<file path="config.mk">
export PLATFORM = sky130hd
export DESIGN_NAME = led_fade_driver
export DESIGN_NICKNAME = d
export VERILOG_FILES = /design/src/rtl/led_fade_pkg.sv /design/src/rtl/led_fade_channel.sv /design/src/rtl/led_fade_driver.sv
export SDC_FILE = /design/constraint.sdc
export NUM_CORES = 1
export LEC_CHECK = 0
export CAP_MARGIN = 30
export CORE_UTILIZATION = 30
export CTS_BUF_LIST = sky130_fd_sc_hd__clkbuf_4 sky130_fd_sc_hd__clkbuf_8
export CTS_CLUSTER_DIAMETER = 80
export CTS_CLUSTER_SIZE = 28
export DETAILED_ROUTE_END_ITERATION = 8
export DONT_BUFFER_PORTS = 1
export PLACE_DENSITY_LB_ADDON = 0.05
export SLEW_MARGIN = 10
export SYNTH_ARGS = -nofsm -noshare
export SYNTH_HDL_FRONTEND = slang
export SYNTH_SLANG_ARGS = --single-unit
</file>
<file path="constraint.sdc">
create_clock -name i_clk -period 2.1 [get_ports i_clk]
set_input_delay 0.42 -clock i_clk [delete_from_list [all_inputs] [get_ports i_clk]]
set_output_delay 0.42 -clock i_clk [all_outputs]
set_load 0.05 [all_outputs]
</file>
<file path="src/rtl/led_fade_pkg.sv">
// Shared defaults for the LED fade driver: brightness width, full-scale
// level and the decay prescaler divisor.
package led_fade_pkg;

  localparam int N_LEDS_DEF    = 4;
  localparam int LEVEL_W_DEF   = 4;
  localparam int LEVEL_MAX_DEF = (1 << LEVEL_W_DEF) - 1;
  localparam int DECAY_DIV_DEF = 16384;

  // Width of a counter that must hold 0..div-1; never narrower than one bit.
  function automatic int cnt_width(input int div);
    return (div <= 2) ? 1 : $clog2(div);
  endfunction

endpackage

</file>
<file path="src/rtl/led_fade_channel.sv">
// One LED channel: brightness level with reload/decay, and the registered
// PWM comparison that drives the pin.
module led_fade_channel
  import led_fade_pkg::*;
#(
  parameter int LEVEL_W = LEVEL_W_DEF
) (
  input  logic               i_clk,
  input  logic               i_rst_n,
  input  logic               i_enable,
  input  logic               i_sync,
  input  logic               i_tick,
  input  logic [LEVEL_W-1:0] i_pwm_cnt,
  output logic               o_led
);

  localparam logic [LEVEL_W-1:0] LEVEL_MAX = '1;

  logic [LEVEL_W-1:0] r_level;
  logic               r_led;

  // A high pattern bit reloads full brightness even in a TICK cycle.
  always_ff @(posedge i_clk or negedge i_rst_n) begin
    if (!i_rst_n) begin
      r_level <= '0;
      r_led   <= 1'b0;
    end else begin
      if (!i_enable) begin
        r_level <= '0;
      end else if (i_sync) begin
        r_level <= LEVEL_MAX;
      end else if (i_tick && (r_level != '0)) begin
        r_level <= r_level - 1'b1;
      end
      r_led <= i_enable && (i_pwm_cnt < r_level);
    end
  end

  assign o_led = r_led;

endmodule

</file>
<file path="src/rtl/led_fade_driver.sv">
// PWM fade driver: synchronises the scroll pattern, then lets each LED jump
// to full brightness on a set bit and decay linearly once the bit clears.
module led_fade_driver
  import led_fade_pkg::*;
#(
  parameter int N_LEDS    = N_LEDS_DEF,
  parameter int LEVEL_W   = LEVEL_W_DEF,
  parameter int DECAY_DIV = DECAY_DIV_DEF
) (
  input  logic              i_clk,
  input  logic              i_rst_n,
  input  logic [N_LEDS-1:0] i_pattern,
  input  logic              i_enable,
  output logic [N_LEDS-1:0] o_led
);

  localparam int                PRE_W    = cnt_width(DECAY_DIV);
  localparam logic [PRE_W-1:0]  PRE_LAST = PRE_W'(DECAY_DIV - 1);

  logic [N_LEDS-1:0]  r_sync1;
  logic [N_LEDS-1:0]  r_sync2;
  logic [PRE_W-1:0]   r_pre;
  logic [LEVEL_W-1:0] r_pwm;
  logic               w_tick;

  // The synchroniser keeps sampling while disabled so the pattern is current on enable.
  always_ff @(posedge i_clk or negedge i_rst_n) begin
    if (!i_rst_n) begin
      r_sync1 <= '0;
      r_sync2 <= '0;
    end else begin
      r_sync1 <= i_pattern;
      r_sync2 <= r_sync1;
    end
  end

  always_ff @(posedge i_clk or negedge i_rst_n) begin
    if (!i_rst_n) begin
      r_pre <= '0;
      r_pwm <= '0;
    end else if (!i_enable) begin
      r_pre <= '0;
      r_pwm <= '0;
    end else begin
      r_pre <= w_tick ? '0 : r_pre + 1'b1;
      r_pwm <= r_pwm + 1'b1;
    end
  end

  assign w_tick = (r_pre == PRE_LAST);

  genvar gi;
  generate
    for (gi = 0; gi < N_LEDS; gi++) begin : g_ch
      led_fade_channel #(
        .LEVEL_W(LEVEL_W)
      ) u_ch (
        .i_clk    (i_clk),
        .i_rst_n  (i_rst_n),
        .i_enable (i_enable),
        .i_sync   (r_sync2[gi]),
        .i_tick   (w_tick),
        .i_pwm_cnt(r_pwm),
        .o_led    (o_led[gi])
      );
    end
  endgenerate

endmodule
</file>
# [Word level (Yosys, flattened, before mapping)]
# Cells that the tools add are included.
[word_totals] input_bits=7 regBits=46 out_inout_bits=4
[op_classes] n_eq_ne=5 muxes=15 n_addsub=6 magnitude_cmp=4 reduce_logical=12
[op_table] operator="2-to-1 mux 4 bit" n=13
[op_table] operator="2-to-1 mux 14 bit" n=2
[op_table] operator="less-than comparator 4 bit" n=4
[op_table] operator="nonzero test 4 bit" n=4
[op_table] operator="subtractor 4 x 1 -> 4 bit (second input constant)" n=4
[op_table] operator="adder 14 x 1 -> 14 bit (second input constant)" n=1
[op_table] operator="equality test 14 bit (second input constant)" n=1
[op_table] operator="inequality test 3 x 1 -> 1 bit (second input constant)" n=4
[op_table] operator="logical AND 1 bit" n=8
[op_table] operator="adder 4 x 1 -> 4 bit (second input constant)" n=1

# [Depth between registers and ports, before layout]
# Gate-level depths: netlist of run 1.
[logic_depth] ltp_word=5 depth_mapped=6

# [Modules after synthesis]
# Synthesis of run 1 repeated with hierarchy kept, for this count alone.
[hier_totals] cells_unflattened=222 area_unflattened_um2=2438.6
[modules_own_cells] mod="led_fade_channel" instances=4 area_per_inst_um2=340.3 cells_each=34 seq_area_each_um2=125.1
[modules_own_cells] mod="led_fade_driver" instances=1 area_per_inst_um2=1077.3 cells_each=86 seq_area_each_um2=650.6

# [Least setup slack after synthesis of run 1]
# No wires, ideal clock.
[synth_timing] kind="register to register" start="register r_pre[0]" end="register g_ch[1].u_ch.r_level[1]" setup_slack_ns=0.212 period_less_slack_ns=1.888 stages_incl_launch_ff=7 setup_time_ns=0.159 arrival_time_ns=1.729 path_cell_list="dfrtp_1 -> ha_1 -> nand4_4 -> or4_1 -> clkbuf_2 -> nor4b_2 -> a2111oi_1"
[synth_via] elab_chain_cells=3
[synth_rtl] item="from (decl)" line_no="led_fade_driver.sv:22" rtl="logic [PRE_W-1:0] r_pre;"
[synth_rtl] item="from (signal assigned)" line_no="led_fade_driver.sv:45" rtl="r_pre <= w_tick ? '0 : r_pre + 1'b1;"
[synth_rtl] item="equality test 14 bit" line_no="led_fade_driver.sv:50" rtl="assign w_tick = (r_pre == PRE_LAST);"
[synth_rtl] item="logical AND 1 bit" line_no="led_fade_channel.sv:32" rtl="end else if (i_tick && (r_level != '0)) begin"
[synth_rtl] item="inequality test 3 x 1 -> 1 bit (no source line)"
[synth_rtl] item="to (signal assigned)" line_no="led_fade_channel.sv:33" rtl="r_level <= r_level - 1'b1;"
[synth_rtl] item="to (decl)" line_no="led_fade_channel.sv:19" rtl="logic [LEVEL_W-1:0] r_level;"
# Every way passes these cells.
# A chain may end at the register's enable or synchronous reset.

# [Final worst setup path of run 1]
[layout_timing] start="register g_ch[3].u_ch.r_level[1]" end="register g_ch[3].u_ch.r_level[3]"
[layout_via] elab_chain_cells=4 word_cells_on_any_way=7 classes_between="1 x add/sub; 1 x eq/ne; 3 x mux; 2 x reduce/logical"
[layout_rtl] item="from (decl)" line_no="led_fade_channel.sv:19"
[layout_rtl] item="from (signal assigned)" line_no="led_fade_channel.sv:33"
[layout_rtl] item="subtractor 4 x 1 -> 4 bit" line_no="led_fade_channel.sv:33"
[layout_rtl] item="2-to-1 mux 4 bit" line_no="led_fade_channel.sv:32"
[layout_rtl] item="2-to-1 mux 4 bit" line_no="led_fade_channel.sv:30" rtl="end else if (i_sync) begin"
[layout_rtl] item="2-to-1 mux 4 bit" line_no="led_fade_channel.sv:28" rtl="if (!i_enable) begin"
# Parallel ways exist; a longest one is shown, timed or not. The select of a mux whose other input is x is not followed.

==> flow_summary.json, run 1 <==
{
  "status": "finished clean",
  "wl_per_cell_um": 14.91,
  "syn_avg_cell_area_um2": 10.45,
  "area_growth_pct": 12.18,
  "critPathCaptureType": "flip-flop",
  "synth_xor_area_share_pct": 4.192,
  "vias": 1694,
  "nFillCells": 782,
  "relSlewSlack_pct": 69.68,
  "syn_inst": 240,
  "p_per_area_nw_per_um2": 744.4,
  "crit_fanout": 5,
  "synthMuxAreaShare_pct": 0,
  "dp.cells": 336,
  "syn_nets": 265,
  "post_cts_buffers": 0,
  "dp_slack_ps": 46.05,
  "clk_path_buf_depth": 2,
  "portBuffers": 0,
  "initial_core_util_pct": 31.79,
  "final_cells": 346,
  "synth-simple-area-share_pct": 24.25,
  "min-delay-start": "i_pattern[3]",
  "design.die.area_um2": 8727,
  "dpl.hpwl_mm": 3.521,
  "r2r-end": "g_ch[3].u_ch.r_level[3]",
  "synthDistinctLibCells": 39,
  "cpPeakStageDelay_ps": 510,
  "max-vdd-ir-drop_uv": 398.1,
  "drt_iter0_drc": 63,
  "antenna_found_initial": 0,
  "crit_type": "flip-flop to flip-flop",
  "min_to": "r_sync1[3]",
  "p_total_mw": 2.094,
  "period_share_pct": 90.32,
  "slowest_stage": "or3b_2",
  "insertion_delay_ps": 300,
  "fp.dieH_um": 93.42,
  "r2r_setup_slack_ps": 200,
  "reg2reg_depth": 6,
  "synth-edff-count": 0,
  "synthArstFlopShare_pct": 100.0,
  "setup_viol": 0,
  "htree_levels": 2,
  "first_global_vias": 1759,
  "critical_path_arrival_ps": 2080,
  "critical_path_required_ps": 2280,
  "die_w_um": 93.42,
  "maxCapViolations": 0,
  "cts.sinks": 46,
  "dr.pass1.iters": 5,
  "synthAdderAreaFrac_pct": 8.982,
  "grt_usage_pct": 13.57,
  "routed_via_density": 4.896,
  "core_area_um2": 7888,
  "worst_slack_ps": 203.2,
  "grt_setup_unrepaired": "false",
  "antenna_cells": 0,
  "slew_viol_final": 0,
  "drc": 0,
  "period_minus_slack_ps": 1897,
  "globalplace.congestion": 0.6879,
  "r2r_start": "g_ch[3].u_ch.r_level[1]",
  "numCtsBuffers": 5,
  "fin_nets": 268,
  "cts_tree": "built",
  "grt_pass1_wl_mm": 9.032,
  "synth_top_family_by_area": "simple AND/OR/NAND/NOR gates",
  "p_leak_nw": 1.243,
  "start_kind": "flip-flop",
  "ys_ff_latch": 46,
  "io_pins": 11,
  "synth_compound_area_share_pct": 10.48,
  "skew_ps": 9.804,
  "ys_seq_area_share_pct": 45.91,
  "drive_gt1_share_pct": 11.07,
  "grt_remaining_overflow": 0,
  "fmax_ghz": 0.5272,
  "wirelength_mm": 5.159,
  "hold_path_depth": 0,
  "synth_ff_type": "dfrtp_1",
  "mappedNetlistArea_um2": 2507,
  "clkSlewWorstSetupHoldPaths_ps": 90,
  "hold_viol": 0,
  "yosysWarnings": 0,
  "antenna_left": 0,
  "path_cells": "inv_1 > ha_1 > or3b_2 > nand4_1 > nor4_1 > a2111oi_1",
  "grt_max_degree": 47,
  "hold_path_class": "input pin to flip-flop",
  "tns_ps": 0,
  "root_buffer": "clkbuf_8",
  "tightest_slew_ps": 455.1,
  "rows": 32
}
==> worst max path at each step <==
| stage | cells past startpoint | end | from |
|---|---|---|---|
| floorplan | 6 | g_ch[1].u_ch.r_level[1] | r_pre[0] |
| global placement | 5 | r_pre[7] | r_pre[0] |
| detailed placement | 5 | r_pre[5] | r_pre[0] |
| CTS | 5 | r_pre[3] | r_pre[0] |
| global route | 6 | g_ch[1].u_ch.r_level[0] | r_pre[0] |
| finish | 6 | g_ch[3].u_ch.r_level[3] | g_ch[3].u_ch.r_level[1] |
==> sequential cells by signal, summed over array words and instances (netlist names) <==
| register | cells |
|---|---|
| r_pwm | 4 |
| r_sync1 | 4 |
| r_sync2 | 4 |
| g_ch.u_ch.r_level | 16 |
| r_pre | 14 |
| g_ch.u_ch.o_led | 4 |
==> power breakdown <==
group,switching (mW),internal [mW]
Sequential,0.0972,0.937
Clock,0.308,0.508
Combinational,0.125,0.119
==> cell usage in the layout, fill, tap and decap left out, drive strengths merged, types with 7 or more instances in the layout <==
master / netlist / routed
xor2: 8 / 8
nor2: 22 / 22
a21oi: 8 / 8
nand4: 8 / 8
buf: 8 / 8
a2111oi: 7 / 7
nor4: 8 / 8
inv: 19 / 19
dfrtp: 46 / 46
and4: 9 / 9
nor3: 21 / 21
a21o: 8 / 8
ha: 18 / 18
==> layout make-up <==
cell class	instances	area [µm²]	share of cell area, %
clock buffer	6	82.58	2.936
clock inverter	2	60.06	2.135
inverter	19	71.32	2.536
multi-input combinational	162	1205	42.84
sequential	46	1151	40.93
tap	102	127.6	4.537
timing repair buffer	9	115.1	4.093
==> synth_stat cells, drive strengths merged (2+ instances only) <==
cell / n / area [µm²]
or4: 2 / 16.27
nand2b: 4 / 25.02
and4: 9 / 80.08
a21o: 8 / 60.06
a2111oi: 7 / 80.08
nand2: 3 / 11.26
inv: 19 / 71.32
o21ai: 2 / 10.01
clkbuf: 5 / 20.01
nor3: 21 / 105.1
xnor2: 4 / 35.03
a211oi: 5 / 37.54
a21oi: 8 / 40.04
and2: 2 / 12.51
ha: 18 / 225.2
o31a: 4 / 35.03
xor2: 8 / 70.07
nand3: 6 / 30.03
nor3b: 2 / 15.01
nor2: 22 / 82.58
nor4: 8 / 65.06
or3: 4 / 25.02
dfrtp: 46 / 1151
nor4b: 3 / 38.79
nand4: 8 / 65.06
buf: 8 / 63.81
==> layer usage <==
layer / share of wire, % / track usage (%) / vias up / wire length [µm]
met2: 44 / 20.96 / 13 / 2257
met1: 53 / 18.97 / 794 / 2739
met5: 0 / 0 / - / 0
met4: 0.99 / 4.231 / 0 / 51
met3: 2.1 / 2.764 / 5 / 110
li1: - / - / 882 / -
==> metrics by stage <==
step / hold slack [ps] / utilization, % / cell area [µm²]
6_report: 136.4 / 35.66 / 2813
5_1_grt: 110.9 / 35.66 / 2813
4_1_cts: 118.0 / 35.61 / 2809
3_5_place_dp: 125.6 / 33.33 / 2629
3_3_place_gp: 125.4 / 33.33 / 2629
2_1_floorplan: 124.4 / - / 2507
==> logic make-up after synthesis <==
logic type	Yosys count
AOI/OAI and AO/OA	34
xor gates and xnor gates	12
adders and majority gates	18
and+or+nand+nor	98
buffers and inverters	32
DFF	46
==> worst max-delay path: cells and delay by family (launching register included) <==
kind	cells	cell delay, ps
AO/OA/AOI/OAI	1	340
adder cells (fa/ha/maj)	1	190
buffers and inverters	1	110
flip-flops	1	420
AND/OR/NAND/NOR	3	720
==> repair_timing <==
action / CTS / global route
hold buffers: 2 / 0
resized for setup: 0 / 1
setup endpoints to repair: 0 / 14
hold endpoints to repair: 46 / 0
No activity file was read; power rests on OpenSTA's default activity.
==> run 2: changes to the inputs <==
==> constraint.sdc (replaced) <==
create_clock -name i_clk -period 2.3 [get_ports i_clk]
set_input_delay 0.46 -clock i_clk [delete_from_list [all_inputs] [get_ports i_clk]]
set_output_delay 0.46 -clock i_clk [all_outputs]
set_load 0.05 [all_outputs]
==> flow_summary.json, run 2 (synthesis gave the netlist of run 1 again) <==
{
  "routed_via_density": 5.126,
  "crit_fanout": 8,
  "tightest_slew_ps": 628.4,
  "final_cell_mix": "dfrtp_1, nor2_1, nor3_1, inv_1, ha_1",
  "post-route-util_pct": 34.12,
  "reg2reg_depth": 5,
  "fp.dieH_um": 93.42,
  "post_cts_buffers": 0,
  "critical_path_required_ps": 2480,
  "root_buffer": "clkbuf_8",
  "period_share_pct": 92.13,
  "p_leak_nw": 1.185,
  "first_global_vias": 1723,
  "clkSlewWorstSetupHoldPaths_ps": 90,
  "relSlewSlack_pct": 58.01,
  "core_area_um2": 7888,
  "grt_pass1_wl_mm": 9.218,
  "startpoint": "r_pre[0]",
  "wl_per_cell_um": 15.59,
  "p_per_area_nw_per_um2": 618.6,
  "crit_type": "flip-flop to flip-flop",
  "start_kind": "flip-flop",
  "skew_ps": 2.938,
  "antenna_left": 0,
  "io_pins": 11,
  "dp.cells": 333,
  "design.die.area_um2": 8727,
  "numCtsBuffers": 5,
  "max-vdd-ir-drop_uv": 212.3,
  "cts_resized": 0,
  "area_growth_pct": 7.335,
  "cts_hold_buf": 1,
  "vias": 1743,
  "largest_reg_flops": 16,
  "drive_gt1_share_pct": 8.824,
  "largest_register": "g_ch.u_ch.r_level",
  "critical_path_arrival_ps": 2300,
  "insertion_delay_ps": 300,
  "grt_setup_unrepaired": "false",
  "die_w_um": 93.42,
  "final_cells": 340,
  "drc": 0,
  "grt_usage_pct": 13.92,
  "cts_tree": "built",
  "rows": 32,
  "htree_levels": 2,
  "grt_max_degree": 47,
  "initial_core_util_pct": 31.79,
  "reg_top3": "g_ch.u_ch.r_level: 16 flops, r_pre: 14 flops",
  "r2r_start": "r_pre[0]",
  "tns_ps": 0,
  "fin_nets": 264,
  "r2r_setup_slack_ps": 180,
  "antenna_found_initial": 0,
  "hold_viol": 0,
  "portBuffers": 0,
  "clk_path_buf_depth": 2,
  "antenna_cells": 0,
  "r2r-end": "r_pre[7]",
  "dr.pass1.iters": 4,
  "fmax_ghz": 0.4719,
  "slew_viol_final": 0,
  "period_minus_slack_ps": 2119,
  "wirelength_mm": 5.302,
  "maxCapViolations": 0,
  "cts.sinks": 46,
  "globalplace.congestion": 0.7188,
  "setup_viol": 0,
  "hold_slack_ps": 8.680,
  "final_common_cell": "dfrtp_1",
  "dpl.hpwl_mm": 3.468,
  "hold_path_class": "input pin to async pin",
  "status": "finished clean",
  "critPathCaptureType": "flip-flop",
  "grt_remaining_overflow": 0,
  "drt_iter0_drc": 98
}
run 2: changes by cell type in the layout (fill, tap and decap cells not counted):
cell           previous run  this run
or4_1                     0         1
dlygate4sd3_1             1         0
bufinv_16                 2         0
or4_4                     1         0
buf_4                     5         4
buf_12                    2         0
run 2: worst max-delay path, cell delays in order (launching register included):
cell and delay [ps]:
dfrtp_1 390, ha_1 270, nand4_4 150, or4_1 730, nand2_1 350, nor2_1 90
run 2: routing by layer:
metal  wire, µm  part of all wire, %  vias to the layer above  track usage, %
met5          0                    0                        -               0
met3        142                  2.7                        6           3.171
li1           -                    -                      872               -
met1       2853                   54                      837           20.03
met4         78                  1.5                        0           4.615
met2       2229                   42                       28           20.40
run 2: worst max-delay path by stage:
stage,end,slack (ps),cells after the start
finish,r_pre[7],180,5
global route,r_pre[5],30,5
CTS,r_pre[7],170,5
detailed placement,r_pre[7],180,5
global placement,r_pre[6],220,5
floorplan,g_ch[1].u_ch.r_level[1],410,6
run 2: final cells by class:
cell class                 count  area (µm²)
inverter                      19       71.32
fill                         787        5196
sequential                    46        1151
clock buffer                   6       82.58
multi-input combinational    162        1201
tap                          102       127.6
timing repair buffer           5       57.56
run 2: stage by stage:
stage	instance area (µm²)	worst slack, ps	power [mW]
final	2691	181.0	1.665
after global placement	2581	221.3	1.158
after detailed placement	2581	180.8	1.157
after CTS	2691	166.5	1.701
after floorplan	2507	411.9	1.121
after global routing	2691	34.07	1.764
run 2: power by group:
part	internal (mW)	total (mW)	leakage [nW]	switching, mW
Sequential	0.855	0.944	0.593	0.0885
Combinational	0.102	0.216	0.550	0.114
Clock	0.233	0.505	0.0431	0.273
==> run 3: changes to the inputs <==
--- a/config.mk
+++ b/config.mk
@@ -12,6 +12,7 @@
 export CTS_CLUSTER_SIZE = 28
 export DETAILED_ROUTE_END_ITERATION = 8
 export DONT_BUFFER_PORTS = 1
+export MAX_ROUTING_LAYER = met4
 export PLACE_DENSITY_LB_ADDON = 0.05
 export SLEW_MARGIN = 10
 export SYNTH_ARGS = -nofsm -noshare
==> flow_summary.json, run 3 (synthesis gave the netlist of run 1 again) <==
{
  "drt_iter0_drc": 98,
  "cts.sinks": 46,
  "portBuffers": 0,
  "largest_reg_flops": 16,
  "hold_path_class": "input pin to async pin",
  "grt_usage_pct": 14.30,
  "clk_path_buf_depth": 2,
  "grt_max_degree": 47,
  "setup_viol": 0,
  "critical_path_required_ps": 2480,
  "grt_pass1_wl_mm": 9.225,
  "crit_type": "flip-flop to flip-flop",
  "rows": 32,
  "drive_gt1_share_pct": 8.824,
  "r2r_start": "r_pre[0]",
  "dpl.hpwl_mm": 3.468,
  "globalplace.congestion": 0.7272,
  "period_share_pct": 92.13,
  "wl_per_cell_um": 15.59,
  "antenna_cells": 0,
  "p_total_mw": 1.665,
  "clkSlewWorstSetupHoldPaths_ps": 90,
  "grt_remaining_overflow": 0,
  "die_w_um": 93.42,
  "critical_path_arrival_ps": 2300,
  "post_cts_buffers": 0,
  "slowest_stage": "or4_1",
  "clkPwrFrac_pct": 30.4,
  "max-vdd-ir-drop_uv": 212.3,
  "dr.pass1.iters": 4,
  "start_kind": "flip-flop",
  "final_common_cell": "dfrtp_1",
  "numCtsBuffers": 5,
  "htree_levels": 2,
  "core_area_um2": 7888,
  "insertion_delay_ps": 300,
  "final_area_um2": 2691,
  "routed_via_density": 5.129,
  "internal-power_mw": 1.190,
  "tightest_slew_ps": 628.4,
  "wirelength_mm": 5.301,
  "drc": 0,
  "p_per_area_nw_per_um2": 618.7,
  "initial_core_util_pct": 31.79,
  "p_leak_nw": 1.185,
  "relSlewSlack_pct": 58.01,
  "p_seq_share_pct": 56.7,
  "fin_nets": 264,
  "grt_setup_unrepaired": "false",
  "skew_ps": 2.931,
  "status": "finished clean",
  "swShare_pct": 28.55,
  "seq_area_um2": 1151,
  "maxCapViolations": 0,
  "p_switching_mw": 0.4753,
  "p_comb_share_pct": 13.0,
  "design.die.area_um2": 8727,
  "area_growth_pct": 7.335,
  "tns_ps": 0,
  "io_pins": 11,
  "period_minus_slack_ps": 2119,
  "crit_fanout": 8,
  "antenna_found_initial": 0,
  "multi_input_area_um2": 1201,
  "hold_viol": 0,
  "first_global_vias": 1722,
  "startpoint": "r_pre[0]",
  "nFillCells": 787,
  "largest_register": "g_ch.u_ch.r_level",
  "slew_viol_final": 0,
  "final_cell_mix": "dfrtp_1, nor2_1, nor3_1, inv_1, ha_1",
  "path_cells": "ha_1 > nand4_4 > or4_1 > nand2_1 > nor2_1",
  "root_buffer": "clkbuf_8",
  "vias": 1744,
  "cpPeakStageDelay_ps": 730,
  "place_area_um2": 2581,
  "fmax_ghz": 0.4719,
  "cts_tree": "built",
  "critPathCaptureType": "flip-flop",
  "fp.dieH_um": 93.42,
  "antenna_left": 0,
  "reg_top3": "g_ch.u_ch.r_level: 16 flops, r_pre: 14 flops"
}
==> run 3: layer usage <==
layer / GRT usage (%) / vias up / share of wire, % / routed length (µm)
li1: - / 872 / - / -
met1: 20.03 / 837 / 54 / 2851
met2: 20.40 / 28 / 42 / 2227
met3: 3.171 / 7 / 2.7 / 142
met4: 4.615 / 0 / 1.5 / 79
met5: - / - / 0 / 0
==> run 3: what timing repair did <==
action,CTS,global route
endpoints found under the hold margin,46,0
hold buffers,1,0
gates resized for setup,0,0
setup endpoints to repair,0,0
==> run 3: area by class of cell <==
| cell class | instances | area share [%] |
|---|---|---|
| Sequential cell | 46 | 42.77 |
| Multi-Input combinational cell | 162 | 44.63 |
| Inverter | 19 | 2.650 |
| Tap cell | 102 | 4.742 |
| Clock buffer | 6 | 3.068 |
| Timing Repair Buffer | 5 | 2.139 |
==> run 3: stage by stage <==
stage / worst slack, ps / std cells / hold slack, ps / utilization, %
after floorplan: 411.9 / 240 / 164.4 / -
after global placement: 221.3 / 333 / 165.3 / 32.73
after detailed placement: 180.8 / 333 / 165.9 / 32.73
after CTS: 166.5 / 340 / 5.124 / 34.12
after global routing: 34.07 / 340 / 11.21 / 34.12
final: 181.0 / 340 / 8.498 / 34.12
==> run 3: worst max-delay path, delay by kind of cell, from the launching register on <==
family	cells	cell delay (ps)
and+or+nand+nor	4	1320
DFF	1	390
adders and majority gates	1	270
==> run 3: power groups by stage <==
stage	Combinational (mW)	Clock, mW	Sequential [mW]
after floorplan	0.219	0	0.902
after global placement	0.195	0	0.963
after detailed placement	0.195	0	0.962
after CTS	0.221	0.535	0.946
after global routing	0.249	0.561	0.954
final	0.216	0.505	0.944
==> run 3: path summary, 6_finish.rpt <==
path | end | slack (ps) | cells past startpoint
max | r_pre[7] | 180 | 5
min | g_ch[2].u_ch.r_level[3] | 8 | 1
max reg2reg | r_pre[7] | 180 | 5
min reg2reg | r_sync2[1] | 350 | 0
max in group asynchronous | r_pre[8] | 2080 | 1
min in group i_clk | r_sync1[2] | 180 | 0
